<file path="src/rtl/uart_pkg.sv">
// Shared state encoding and frame constants for the UART transmit scheduler.
package uart_pkg;

  typedef enum logic [2:0] {
    ST_IDLE   = 3'd0,
    ST_START  = 3'd1,
    ST_DATA   = 3'd2,
    ST_PARITY = 3'd3,
    ST_STOP   = 3'd4
  } uart_state_t;

  localparam logic START_BIT = 1'b0;
  localparam logic STOP_BIT  = 1'b1;
  localparam int   DATA_BITS = 8;

endpackage

</file>
<file path="src/rtl/uart_tx_scheduler_rr_arbiter.sv">
// Round-robin arbiter: searches upward from the rotating pointer with wrap and
// advances the pointer past the winner whenever a grant is taken.
module rr_arbiter #(
  parameter int N_REQ = 4
) (
  input  logic             clk,
  input  logic             rst_n,
  input  logic [N_REQ-1:0] req,
  input  logic             en,
  output logic [N_REQ-1:0] grant,
  output logic [2:0]       idx,
  output logic             valid
);

  logic [2:0] ptr;
  int         cand;

  always_comb begin
    grant = '0;
    idx   = '0;
    valid = 1'b0;
    cand  = 0;
    for (int k = 0; k < N_REQ; k++) begin
      cand = int'(ptr) + k;
      if (cand >= N_REQ) cand = cand - N_REQ;
      for (int j = 0; j < N_REQ; j++) begin
        if (!valid && (j == cand) && req[j]) begin
          grant[j] = 1'b1;
          idx      = 3'(j);
          valid    = 1'b1;
        end
      end
    end
  end

  always_ff @(posedge clk) begin
    if (!rst_n) begin
      ptr <= 3'd0;
    end else if (en && valid) begin
      ptr <= (idx == 3'(N_REQ - 1)) ? 3'd0 : idx + 3'd1;
    end
  end

endmodule

</file>
<file path="src/rtl/uart_tx_scheduler.sv">
// Shares one UART transmit line between N_REQ byte requesters (8N1 frames).
// Define UART_TX_PARITY_EN to insert an even-parity bit before the stop bit.
module uart_tx_scheduler
  import uart_pkg::*;
#(
  parameter int N_REQ        = 4,
  parameter int CLKS_PER_BIT = 16
) (
  input  logic               Clk,
  input  logic               Rst_n,
  input  logic [N_REQ-1:0]   Req,
  input  logic [8*N_REQ-1:0] PDin,
  output logic [N_REQ-1:0]   Ack,
  output logic [2:0]         Gnt_id,
  output logic               Busy,
  output logic               SCout,
  output logic               SDout
);

  localparam int CW = $clog2(CLKS_PER_BIT);

  uart_state_t      state, state_next;
  logic [CW-1:0]    baud_cnt;
  logic [2:0]       bit_cnt;
  logic [7:0]       shreg;
  logic [7:0]       sel_byte;
  logic [N_REQ-1:0] grant;
  logic [2:0]       arb_idx;
  logic             arb_valid;
  logic             latch;
  logic             bit_end;
`ifdef UART_TX_PARITY_EN
  logic             par_bit;
`endif

  rr_arbiter #(.N_REQ(N_REQ)) u_arb (
    .clk   (Clk),
    .rst_n (Rst_n),
    .req   (Req),
    .en    (latch),
    .grant (grant),
    .idx   (arb_idx),
    .valid (arb_valid)
  );

  // Requests are only looked at while idle, so mid-frame Req changes are moot.
  assign latch   = (state == ST_IDLE) && arb_valid;
  assign bit_end = (baud_cnt == CW'(CLKS_PER_BIT - 1));
  assign Busy    = (state != ST_IDLE);
  assign SCout   = Busy && (baud_cnt == '0);

  always_comb begin
    sel_byte = '0;
    for (int i = 0; i < N_REQ; i++) begin
      if (grant[i]) sel_byte = sel_byte | PDin[8*i +: 8];
    end
  end

  always_ff @(posedge Clk) begin
    if (!Rst_n) state <= ST_IDLE;
    else        state <= state_next;
  end

  always_comb begin
    state_next = state;
    case (state)
      ST_IDLE:  if (arb_valid) state_next = ST_START;
      ST_START: if (bit_end) state_next = ST_DATA;
      ST_DATA: begin
        if (bit_end && (bit_cnt == 3'(DATA_BITS - 1))) begin
`ifdef UART_TX_PARITY_EN
          state_next = ST_PARITY;
`else
          state_next = ST_STOP;
`endif
        end
      end
      ST_PARITY: if (bit_end) state_next = ST_STOP;
      ST_STOP:   if (bit_end) state_next = ST_IDLE;
      default:   state_next = ST_IDLE;
    endcase
  end

  // Baud/bit counters and shifter restart on every latch so each frame is clean.
  always_ff @(posedge Clk) begin
    if (!Rst_n) begin
      baud_cnt <= '0;
      bit_cnt  <= 3'd0;
      shreg    <= 8'd0;
      Ack      <= '0;
      Gnt_id   <= 3'd0;
`ifdef UART_TX_PARITY_EN
      par_bit  <= 1'b0;
`endif
    end else begin
      Ack <= '0;
      if (latch) begin
        shreg    <= sel_byte;
        Gnt_id   <= arb_idx;
        Ack      <= grant;
        baud_cnt <= '0;
        bit_cnt  <= 3'd0;
`ifdef UART_TX_PARITY_EN
        par_bit  <= ^sel_byte;
`endif
      end else if (state != ST_IDLE) begin
        if (bit_end) begin
          baud_cnt <= '0;
          if (state == ST_DATA) begin
            shreg   <= {1'b0, shreg[7:1]};
            bit_cnt <= bit_cnt + 3'd1;
          end
        end else begin
          baud_cnt <= baud_cnt + 1'b1;
        end
      end
    end
  end

  always_comb begin
    SDout = STOP_BIT;
    case (state)
      ST_START: SDout = START_BIT;
      ST_DATA:  SDout = shreg[0];
`ifdef UART_TX_PARITY_EN
      ST_PARITY: SDout = par_bit;
`endif
      default:  SDout = STOP_BIT;
    endcase
  end

endmodule
</file>
<file path="config.mk">
export PLATFORM = sky130hd
export DESIGN_NAME = uart_tx_scheduler
export DESIGN_NICKNAME = d
export VERILOG_FILES = /design/src/rtl/uart_pkg.sv /design/src/rtl/uart_tx_scheduler_rr_arbiter.sv /design/src/rtl/uart_tx_scheduler.sv
export SDC_FILE = /design/constraint.sdc
export NUM_CORES = 1
export LEC_CHECK = 0
export BUFFER_PORTS_ARGS = -buffer_cell sky130_fd_sc_hd__buf_2
export CORE_ASPECT_RATIO = 0.5
export CORE_MARGIN = 1.5
export CORE_UTILIZATION = 39
export CTS_CLUSTER_DIAMETER = 30
export DETAILED_ROUTE_END_ITERATION = 16
export GPL_ROUTABILITY_DRIVEN = 0
export PLACE_DENSITY = 0.77
export RECOVER_POWER = 25
export SYNTH_ARGS = -nofsm -noshare
export SYNTH_HDL_FRONTEND = slang
export SYNTH_SLANG_ARGS = --single-unit
</file>
<file path="constraint.sdc">
create_clock -name Clk -period 2 [get_ports Clk]
set_clock_uncertainty 0.2 [all_clocks]
set_input_delay 0.4 -clock Clk [delete_from_list [all_inputs] [get_ports Clk]]
set_output_delay 0.4 -clock Clk [all_outputs]
set_load 0.01 [all_outputs]
</file>
* Word level (Yosys, flattened, before mapping)
Index checks and enable logic that the tools add are counted.
Storage, ports and cells: flip-flop bits (word level) 28, bits of input ports 38, output and inout port bits 10, word-level logic and storage cells 181
Cells by class: add/sub/neg operators 10, magnitude comparators 4, eq/ne operators 24, muxes and demuxes 67, bitwise operators 4, reductions and logical operators 65
Operators with widths (number):
- $eq 3x32->1 const A | 8
- $eq 2x32->1 const A | 4
- $logic_not 32->1 | 4
- $mux 32 | 4
- $ge 32x4->1 const B | 3
- $sub 32x4->32 const B | 3
- $mux 8 | 8
- $logic_and 1x1->1 | 35
- $mux 1 | 32
- $mux 2 | 14
- $or 8x8->8 | 3
- $mux 3 | 6
- $logic_not 1->1 | 15
- $pmux 3 s5 | 1
- $ne 2x2->1 const B | 5
- $add 3x2->4 const B | 2
- $eq 3x2->1 const B | 2
- $eq 3x3->1 const B | 2
- $reduce_and 3->1 | 2
- $reduce_bool 2->1 | 3
- $reduce_and 5->1 | 1
- $add 3x1->4 const B | 1
- $add 4x1->4 const B | 1
- $eq 4x4->1 const B | 1
- 14 further kinds | 14

* Longest topological paths before layout
word-level depth 68, depth in mapped cells 8, mapped depth without buffers 7

* Modules after synthesis
From an unflattened synthesis, not the netlist that was laid out.
Unflattened totals: cell total of the unflattened synthesis 189, area, all modules 1551.5 µm²
By module, submodules not included:
- uart_tx_scheduler | times used 1, cells each 152, area each 1306.3 µm², sequential area each 500.5 µm²
- rr_arbiter | times used 1, cells each 37, area each 245.2 µm², sequential area each 40.0 µm²

* Worst setup path before layout
No wires, ideal clock.
path kind flip-flop to flip-flop, start reg baud_cnt[0], end reg shreg[7], setup time 0.120 ns, arrival 1.865 ns, data required time 1.680 ns, slack -0.185 ns, cell stages (with the launch flop) 7, path buffers 1, clock period less this slack 2.185 ns, path through dfxtp_1 ha_1 nand3_1 or4b_4 buf_6 a32o_1 a211o_1
On the way: longest elaborated chain between the ends 3
RTL lines:
- from (decl) | line uart_tx_scheduler.sv:23 | logic [CW-1:0] baud_cnt;
- from (signal assigned) | line uart_tx_scheduler.sv:114 | baud_cnt <= baud_cnt + 1'b1;
- $eq 4x4->1 | line uart_tx_scheduler.sv:48 | assign bit_end = (baud_cnt == CW'(CLKS_PER_BIT - 1));
- $reduce_bool 2->1 (no line)
- $reduce_and 3->1 (no line)
- to (signal assigned) | line uart_tx_scheduler.sv:98 | shreg <= sel_byte;
- to (signal assigned) | line uart_tx_scheduler.sv:110 | shreg <= {1'b0, shreg[7:1]};
- to (decl) | line uart_tx_scheduler.sv:25 | logic [7:0] shreg;
Every way passes these cells. A chain may end at the register's enable or synchronous reset.

* Worst setup path after layout
start reg baud_cnt[0], end reg shreg[3]
The elaborated chain is that of the path after synthesis.

==> impl_metrics.tcl <==
set metrics [dict create \
    clk_pin_slew_ns 0.09 \
    die_h_um 46.5 \
    n_antenna_cell 0 \
    critPathRequiredTime_ns 1.96 \
    dp_cells 276 \
    cp-end-kind "flop" \
    cts_buffer_depth 2 \
    drc 0 \
    peakVddDrop_mv 0.279 \
    ys.flop_type "dfxtp_1" \
    min_path_type "input port to flop" \
    final_cells 283 \
    violations "setup timing" \
    critPathKind "flop to flop" \
    core-area_um2 3530 \
    htreeDepth 1 \
    wl_met2_mm 1.92 \
    placed_area_um2 1930 \
    grt_max_degree 15 \
    die-area_um2 4180 \
    wl_met3_um 177 \
    hold_depth 2 \
    fmax_ghz 0.494 \
    fillers 325 \
    syn_nets 207 \
    syn_avg_cell_area_um2 8.99 \
    syn2layout_area_growth_pct 36.6 \
    p_per_area_nw_per_um2 606 \
    design_area_um2 2020 \
    ys_types 44 \
    cts_buffers 3 \
    rr_endpoint "shreg[3]$_SDFFE_PN0P_" \
    total_power_mw 1.22 \
    synth_seq_cells 26 \
    final_core_util 0.571 \
    hold_viol_final 0 \
    totalWireLength_mm 3.82 \
    seqCellArea_um2 531 \
    holdPathEnd "shreg[1]$_SDFFE_PN0P_" \
    start_util 0.418 \
    drv_slew 0 \
    routedLengthMet1_mm 1.69 \
    grt-ovfl-total 0 \
    yosysSeqAreaShare 0.353 \
    wl_per_cell_um 13.5 \
    tns_ns -0.0236 \
    async_flop_share 0 \
    syn-instance-count 164 \
    worstPathArrival_ns 1.99 \
    syn-cell-area_um2 1480 \
    io_pins 48 \
    grt_pass1_vias 1285 \
    synth_edf_count 0 \
    crit_fanout 5 \
    status "finished, violations left" \
    detail_route.first_pass.iterations 4 \
    clock_sinks 26 \
    multi_input_area_um2 892 \
    drtIter0Drc 85 \
    place.port_buffers 46 \
    reg2reg_from "baud_cnt[0]$_SDFFE_PP0N_" \
    post-place-ws_ns -0.112 \
    top_layer_used "met4" \
    tritoncts "built" \
    setup_ws_ns -0.0236 \
    r2r_cells 6 \
    hp-start "PDin[17]" \
    cp-start-kind "flop" \
    antenna_found_initial 0 \
    clock_tree.root_cell "clkbuf_8" \
    final_layout_size_suffix_gt1_frac 0.375 \
    insertion_delay_ns 0.28 \
    die_w_um 90.0 \
    num_vias 1459 \
    p_leak_nw 0.958 \
    gr-usage-all-layers 0.180 \
    r2r_setup_slack_ns -0.02 \
    rows 15 \
    final_nets 276 \
    setup_viol 1 \
    holdWs_ns 0.119 \
    rsz0062_at_grt "true" \
    period_needed_ns 2.02 \
    fin_crit_sh 1.01 \
    yosysWarnings 0 \
    place_hpwl_mm 2.81 \
    grt_pass1_wl_mm 5.78 \
    postRouteAntennaNets 0 \
    drt-vias-per-instance 5.16 \
    cap_viol_max_count 0 \
]
## state kept, by name (all words and copies together), names as in the netlist
signal	cells
Gnt_id	2
Ack	4
baud_cnt	4
u_arb.ptr	2
shreg	8
state	3
bit_cnt	3
## final cells by class
type,instances,share of cell area
well taps,51,0.0317
clock inverters,1,0.00186
repair buffers,74,0.227
multi-input cells,121,0.443
flip-flops and latches,26,0.263
inverters,7,0.0130
clock buffers,3,0.0205
## logic make-up after synthesis
logic type | Yosys count | synth area share
AO/OA/AOI/OAI | 52 | 0.262
AND/OR/NAND/NOR | 51 | 0.193
flip-flops | 26 | 0.353
buffers and inverters | 18 | 0.0746
multiplexers | 9 | 0.0611
adder cells (fa/ha/maj) | 5 | 0.0424
XOR/XNOR | 2 | 0.0119
other | 1 | 0.00254
## worst max path at each step
stage,start,endpoint,slack [ns],cells after the start
floorplan,baud_cnt[1]$_SDFFE_PP0N_,shreg[0]$_SDFFE_PN0P_,-0.02,7
global placement,Req[0],shreg[7]$_SDFFE_PN0P_,-0.07,7
detailed placement,Req[0],shreg[3]$_SDFFE_PN0P_,-0.11,7
CTS,baud_cnt[0]$_SDFFE_PP0N_,shreg[3]$_SDFFE_PN0P_,-0.01,6
global route,baud_cnt[0]$_SDFFE_PP0N_,shreg[3]$_SDFFE_PN0P_,-0.08,6
finish,baud_cnt[0]$_SDFFE_PP0N_,shreg[3]$_SDFFE_PN0P_,-0.02,6
## power by group
part	internal, mW	switching, mW
Sequential	0.561	0.0402
Combinational	0.171	0.151
Clock	0.138	0.159
## Yosys cell counts (2+ instances only)
master,instances,area share
nor3b_1,2,0.010
a211o_1,8,0.047
o21a_1,3,0.015
inv_1,6,0.015
ha_1,5,0.042
buf_6,4,0.031
buf_2,4,0.014
buf_4,2,0.010
a21oi_1,9,0.031
dfxtp_1,26,0.35
nor2b_1,2,0.0085
nor3_1,2,0.0068
nor2_1,11,0.028
o22ai_1,8,0.034
nand2_1,19,0.048
o21ai_0,4,0.014
and3_1,3,0.013
nand2b_1,3,0.013
mux2i_1,9,0.061
o2bb2ai_1,7,0.042
a22o_1,3,0.018
or2_2,2,0.0085
## worst max-delay path, cell delays in order, from the launching register on
cell       delay (ns)
dfxtp_4          0.37
ha_4             0.14
nand3_4          0.09
or4b_4           0.56
mux2i_1          0.21
o2bb2ai_1        0.08
a211o_1          0.26
## metal layers
metal / GRT usage / up-vias
met1: 0.209 / 676
met4: 0.0762 / 0
li1: - / 742
met2: 0.337 / 37
met5: 0 / -
met3: 0.0413 / 4
## cells in the final DEF, fill, tap and decap left out, types with 2 or more instances in the layout
cell type and count:
nor4_4 2, clkbuf_1 6, and3_1 3, or2_2 2, o21ai_0 4, or4b_4 2
buf_12 2, nor3b_1 2, nor2b_1 2, ha_1 4, mux2i_1 9, dfxtp_2 2
a22o_1 3, nor3_1 2, o21a_1 3, buf_2 40, clkbuf_8 3, nand2_1 19
dfxtp_1 22, o2bb2ai_1 7, inv_1 6, buf_4 26, a211o_1 8, nor2_1 11
o22ai_1 8, dfxtp_4 2, nand2b_1 3, a21oi_1 9
## what timing repair did
action                     in CTS  in global routing
setup endpoints to repair       8                  3
gates resized for setup         4                  1
buffers inserted                0                  2
cloned                          1                  0
hold buffers                    0                  0
pin swaps                       3                  1
Power figures use the tool's default switching activity.
